===== src/rtl/sfp_norm.sv =====
// Purpose: sums |psum| over one row, swaps that sum with the peer core, then outputs floor(|x_i|*2^F/total) for each column.
// Latency: col + 1 + col*(bw_psum+F) edges from row capture to out_valid. Each cycle the peer is late in dual mode adds one edge.
// Backpressure: in_ready is high only in IDLE. A finished row is held on out until out_ready is seen.
module sfp_norm #(
    parameter int col     = 8,
    parameter int bw_psum = 20,
    parameter int F       = 8
) (
    input  logic                     clk,
    input  logic                     reset,
    input  logic                     mode,
    input  logic [bw_psum*col-1:0]   in,
    input  logic                     in_valid,
    output logic                     in_ready,
    output logic [bw_psum*col-1:0]   out,
    output logic                     out_valid,
    input  logic                     out_ready,
    output logic [bw_psum+3:0]       sum_out,
    output logic                     sum_valid,
    input  logic [bw_psum+3:0]       peer_sum,
    input  logic                     peer_valid
);

    localparam int DW = bw_psum + F;          // dividend width
    localparam int SW = bw_psum + 4;          // local sum width
    localparam int TW = bw_psum + 5;          // total width
    localparam int IW = (col > 1) ? $clog2(col) : 1;
    localparam int BW = $clog2(DW);
    localparam logic [BW-1:0] BMAX = BW'(DW - 1);
    localparam logic [IW-1:0] IMAX = IW'(col - 1);

    typedef enum logic [2:0] {IDLE, ACC, XCHG, DIV, DONE} state_t;

    state_t                   state_q, state_d;
    logic [bw_psum*col-1:0]   row_q;
    logic                     mode_q;
    logic [SW-1:0]            acc_q;
    logic [SW-1:0]            sum_q;
    logic [TW-1:0]            total_q;
    logic [IW-1:0]            idx_q;
    logic [BW-1:0]            bit_q;
    logic [TW-1:0]            rem_q;
    logic [bw_psum-1:0]       quo_q;
    logic [bw_psum*col-1:0]   out_q;

    logic [bw_psum-1:0]       cur_x;
    logic [bw_psum-1:0]       cur_abs;
    logic [DW-1:0]            dividend;
    logic                     dbit;
    logic [TW:0]              trial;
    logic                     qbit;
    logic [TW-1:0]            rem_nx;
    logic [bw_psum-1:0]       quo_nx;
    logic [SW-1:0]            acc_nx;
    logic                     idx_last;
    logic                     bit_last;

    // Column select, magnitude and one restoring-division step on the current column.
    always_comb begin
        cur_x    = row_q[int'(idx_q)*bw_psum +: bw_psum];
        // Unsigned result, so the most negative input maps to +2^(bw_psum-1).
        cur_abs  = cur_x[bw_psum-1] ? (~cur_x + 1'b1) : cur_x;
        dividend = {cur_abs, {F{1'b0}}};
        dbit     = dividend[BMAX - bit_q];
        trial    = {rem_q, dbit};
        // A zero total forces every quotient bit to 0. The step count stays the same, so latency is fixed.
        qbit     = (total_q != '0) && (trial >= {1'b0, total_q});
        rem_nx   = qbit ? TW'(trial - {1'b0, total_q}) : trial[TW-1:0];
        quo_nx   = bw_psum'({quo_q, qbit});
        acc_nx   = acc_q + SW'(cur_abs);
        idx_last = (idx_q == IMAX);
        bit_last = (bit_q == BMAX);
    end

    // State register.
    always_ff @(posedge clk or negedge reset) begin
        if (!reset) state_q <= IDLE;
        else        state_q <= state_d;
    end

    // Next-state logic.
    always_comb begin
        state_d = state_q;
        case (state_q)
            IDLE: if (in_valid)                  state_d = ACC;
            ACC:  if (idx_last)                  state_d = XCHG;
            XCHG: if (!mode_q || peer_valid)     state_d = DIV;
            DIV:  if (idx_last && bit_last)      state_d = DONE;
            DONE: if (out_ready)                 state_d = IDLE;
            default:                             state_d = IDLE;
        endcase
    end

    // Datapath: capture the row, accumulate the sum, latch the total, then divide column by column.
    always_ff @(posedge clk or negedge reset) begin
        if (!reset) begin
            row_q   <= '0;
            mode_q  <= 1'b0;
            acc_q   <= '0;
            sum_q   <= '0;
            total_q <= '0;
            idx_q   <= '0;
            bit_q   <= '0;
            rem_q   <= '0;
            quo_q   <= '0;
            out_q   <= '0;
        end else begin
            case (state_q)
                IDLE: begin
                    if (in_valid) begin
                        row_q  <= in;
                        mode_q <= mode;
                        acc_q  <= '0;
                        idx_q  <= '0;
                    end
                end
                ACC: begin
                    acc_q <= acc_nx;
                    if (idx_last) begin
                        sum_q <= acc_nx;
                        idx_q <= '0;
                    end else begin
                        idx_q <= idx_q + 1'b1;
                    end
                end
                XCHG: begin
                    if (!mode_q)
                        total_q <= {1'b0, sum_q};
                    else if (peer_valid)
                        total_q <= {1'b0, sum_q} + {1'b0, peer_sum};
                    bit_q <= '0;
                    rem_q <= '0;
                    quo_q <= '0;
                end
                DIV: begin
                    if (bit_last) begin
                        out_q[int'(idx_q)*bw_psum +: bw_psum] <= quo_nx;
                        bit_q <= '0;
                        rem_q <= '0;
                        quo_q <= '0;
                        idx_q <= idx_last ? '0 : idx_q + 1'b1;
                    end else begin
                        bit_q <= bit_q + 1'b1;
                        rem_q <= rem_nx;
                        quo_q <= quo_nx;
                    end
                end
                default: ;
            endcase
        end
    end

    assign in_ready  = (state_q == IDLE);
    assign out_valid = (state_q == DONE);
    assign sum_valid = (state_q == XCHG);
    assign out       = out_q;
    assign sum_out   = sum_q;

endmodule


===== config.mk =====
export PLATFORM = sky130hd
export DESIGN_NAME = sfp_norm
export DESIGN_NICKNAME = d
export VERILOG_FILES = /design/src/rtl/sfp_norm.sv
export SDC_FILE = /design/constraint.sdc
export NUM_CORES = 1
export LEC_CHECK = 0
export BUFFER_PORTS_ARGS = -buffer_cell sky130_fd_sc_hd__clkbuf_2
export CAP_MARGIN = 15
export CORE_MARGIN = 10
export CORE_UTILIZATION = 50
export DETAILED_ROUTE_END_ITERATION = 6
export PLACE_DENSITY = 0.71
export SLEW_MARGIN = 25
export SYNTH_ARGS = -nofsm -noshare
export SYNTH_HDL_FRONTEND = slang
export SYNTH_SLANG_ARGS = --single-unit
export TNS_END_PERCENT = 50

===== constraint.sdc =====
create_clock -name clk -period 16.05 [get_ports clk]
set_clock_uncertainty 0.15 [all_clocks]
set_input_delay 4.0125 -clock clk [delete_from_list [all_inputs] [get_ports clk]]
set_output_delay 4.0125 -clock clk [all_outputs]
set_load 0.02 [all_outputs]

==> reports/metrics.cfg <==
[global_route]
antenna_found_initial = 1
track_usage_pct = 25.1
grt_pass1_wl_mm = 120
overflow = 0
grt_pass1_vias = 21081
grt_max_degree = 159

[setup_path]
arrival_ns = 8.44
crit_fanout = 47
cp-startpoint = idx_q[0]
required_ns = 16.42
reg2reg_from = idx_q[0]
crit_type = flop to flop
end_kind = flop
worstSetupStartpointType = flop

[layout]
finalNetCount = 3040
diodes = 0
regArea_um2 = 11200
final_cell_mix = dfrtp_1, clkbuf_2, nand2_1
final_cells = 3464
num-fill-cells = 4155
drive_above_1_share_pct = 27.8
multi_input_area_um2 = 13100
final_common_cell = dfrtp_1
area_delta_synth_final_pct = 16.8

[cts]
postCtsSetupBuffers = 0
path_clk_slew_ns = 0.06
cts_root_buf = clkbuf_16
ctsHoldBuffers = 0
cts_buffer_depth = 3
htreeDepth = 2
postCtsResizedCells = 0
insertion_delay_ns = 0.60
cts_tree = yes
cts_made_buffers = 48
cts.sink_count = 449

[synth]
synth_top_flop_cell = dfrtp_1
synth_area_leader_cell = dfrtp_1
yosysUniqueCellTypes = 92
synthArstFlopShare_pct = 100
syn_area_um2 = 25000
yosys-top-cells-area = dfrtp_1, mux2_2, ha_1, nand2_1, o21ai_0
yosysWarnings = 0
ys_ff_latch = 449
ys_seq_area_share_pct = 44.9
synthesis.nets = 2709
syn_inst = 2432
synth_top_area_share_pct = 44.9
avgSynthCellArea_um2 = 10.3
synth_edf_count = 0

[sta]
finalHoldViolCount = 0
finalCriticalPeriod_ns = 8.07
rsz0062_at_grt = false
finalSetupViolCount = 0
fin_tns_setup_ns = 0
fin_ws_ns = 7.98
fin_crit_sh_pct = 50.3
slew_viol_final = 0
slew-limit-headroom_pct = 32.8
fmax_mhz = 124
worstMarginPinSlew_ns = 1.01

[place]
hpwl_mm = 57.7
place_ws_ns = 8.12
port_buffers = 376
place_congestion = 0.939
dpl.cell_count = 3376

[worst_hold_path]
hold_class = flop to flop
hp-start = out[58]

[routing]
num_vias = 20615
avgViaCountPerCell = 5.95
drt-total-wl_mm = 76.5
detail-route-antenna-nets = 0
first_pass_iters = 6
drc_errors = 0
drt_iter0_drc = 1701
post_drt_wl_per_cell_um = 22.1

[power]
finalPower_uw = 6960
p_switching_uw = 3240
p_per_area_nw_per_um2 = 238
swShare_pct = 46.6
combPwrFrac_pct = 57.3
p_int_uw = 3720
leakage_uw = 0.0134
irDropWorstVdd_uv = 162
seqPwrFrac_pct = 25.4
power.share.clock_pct = 17.3

[floorplan]
dieArea_um2 = 59400
start_util_pct = 50.9
die_w_um = 244
io_pins = 377
dieHeight_um = 244
rows = 81
core_um2 = 49200

[outcome]
status = finished, final reports clean

[flow_run]
cap_violations = 0

worst max-delay path, cell delays in order (launching register included):
cell	delay (ns)
dfrtp_4	0.73
buf_4	0.72
mux4_2	0.59
mux2_2	0.35
a41oi_2	0.28
nand3_2	0.24
o31ai_1	0.51
mux2i_1	0.26
o221ai_1	0.13
nor4b_1	0.40
nor3_1	0.18
ha_1	0.25
fa_1	0.41
nor2b_1	0.13
o21a_1	0.14
o211ai_1	0.12
a21boi_0	0.24
o21ai_0	0.17
nand4_1	0.16
nand3_1	0.49
o41ai_1	0.92
nand2_1	0.17
o21ai_0	0.20
through the flow:
| step | area, µm² | util [%] | hold slack, ns |
|---|---|---|---|
| 2_1_floorplan | 25000 | - | 0.322 |
| 3_5_place_dp | 27500 | 55.9 | 0.320 |
| 3_3_place_gp | 27500 | 55.9 | 0.313 |
| 6_report | 29200 | 59.4 | 0.330 |
| 5_1_grt | 29200 | 59.4 | 0.368 |
| 4_1_cts | 29200 | 59.3 | 0.334 |
cell families after synthesis:
kind of cell,Yosys count,share of synthesized area (%)
AOI/OAI and AO/OA,606,15.9
xor gates and xnor gates,85,2.98
adders and majority gates,87,4.44
buffers and inverters,188,3.02
DFF,449,44.9
muxes,333,16.2
and+or+nand+nor,684,12.5
synth_stat cells (27+ instances only):
cell / count
inv_1: 65
a31oi_1: 30
xnor2_1: 45
o22ai_1: 35
nor3_1: 55
nor2_1: 178
nand2_1: 267
a21o_1: 27
nand3_1: 38
dfrtp_1: 449
mux2_2: 216
clkbuf_1: 87
o21ai_0: 170
mux2i_1: 78
ha_1: 84
mux4_2: 32
a21oi_1: 129
xor2_1: 40
final cells by class:
type,instances,share of cell area (%)
clock inverters,25,1.39
well taps,664,2.84
multi-input cells,1795,44.7
flip-flops and latches,449,38.5
inverters,69,0.887
repair buffers,400,7.23
clock buffers,62,4.46
final timing paths:
check,endpoint,slack (ns),cells after the start
worst max-delay path,out[56],7.98,22
worst min-delay path,out[58],0.33,2
worst max register to register,out[56],7.98,22
worst min register to register,out[58],0.33,2
max in group asynchronous,row_q[141],11.11,3
min in group asynchronous,total_q[20],3.17,1
metal layers:
| metal | track usage [%] | part of all wire, % |
|---|---|---|
| met1 | 32.4 | 42 |
| met2 | 41.3 | 48 |
| met3 | 5.20 | 7.1 |
| met4 | 8.91 | 3.1 |
| met5 | 0 | 0.026 |
power groups by stage:
stage	Sequential, µW	Combinational (µW)	Clock [µW]
2_1_floorplan	1660	2950	0
3_3_place_gp	1770	3850	0
3_5_place_dp	1780	3930	0
4_1_cts	1760	3950	1230
5_1_grt	1800	4340	1270
6_report	1770	3990	1210
sequential cells by signal (all words and copies together) (netlist names), 5 cells and up:
signal	count
quo_q	19
total_q	25
rem_q	25
out	160
bit_q	5
sum_out	24
acc_q	24
row_q	160
Power figures use the tool's default switching activity.
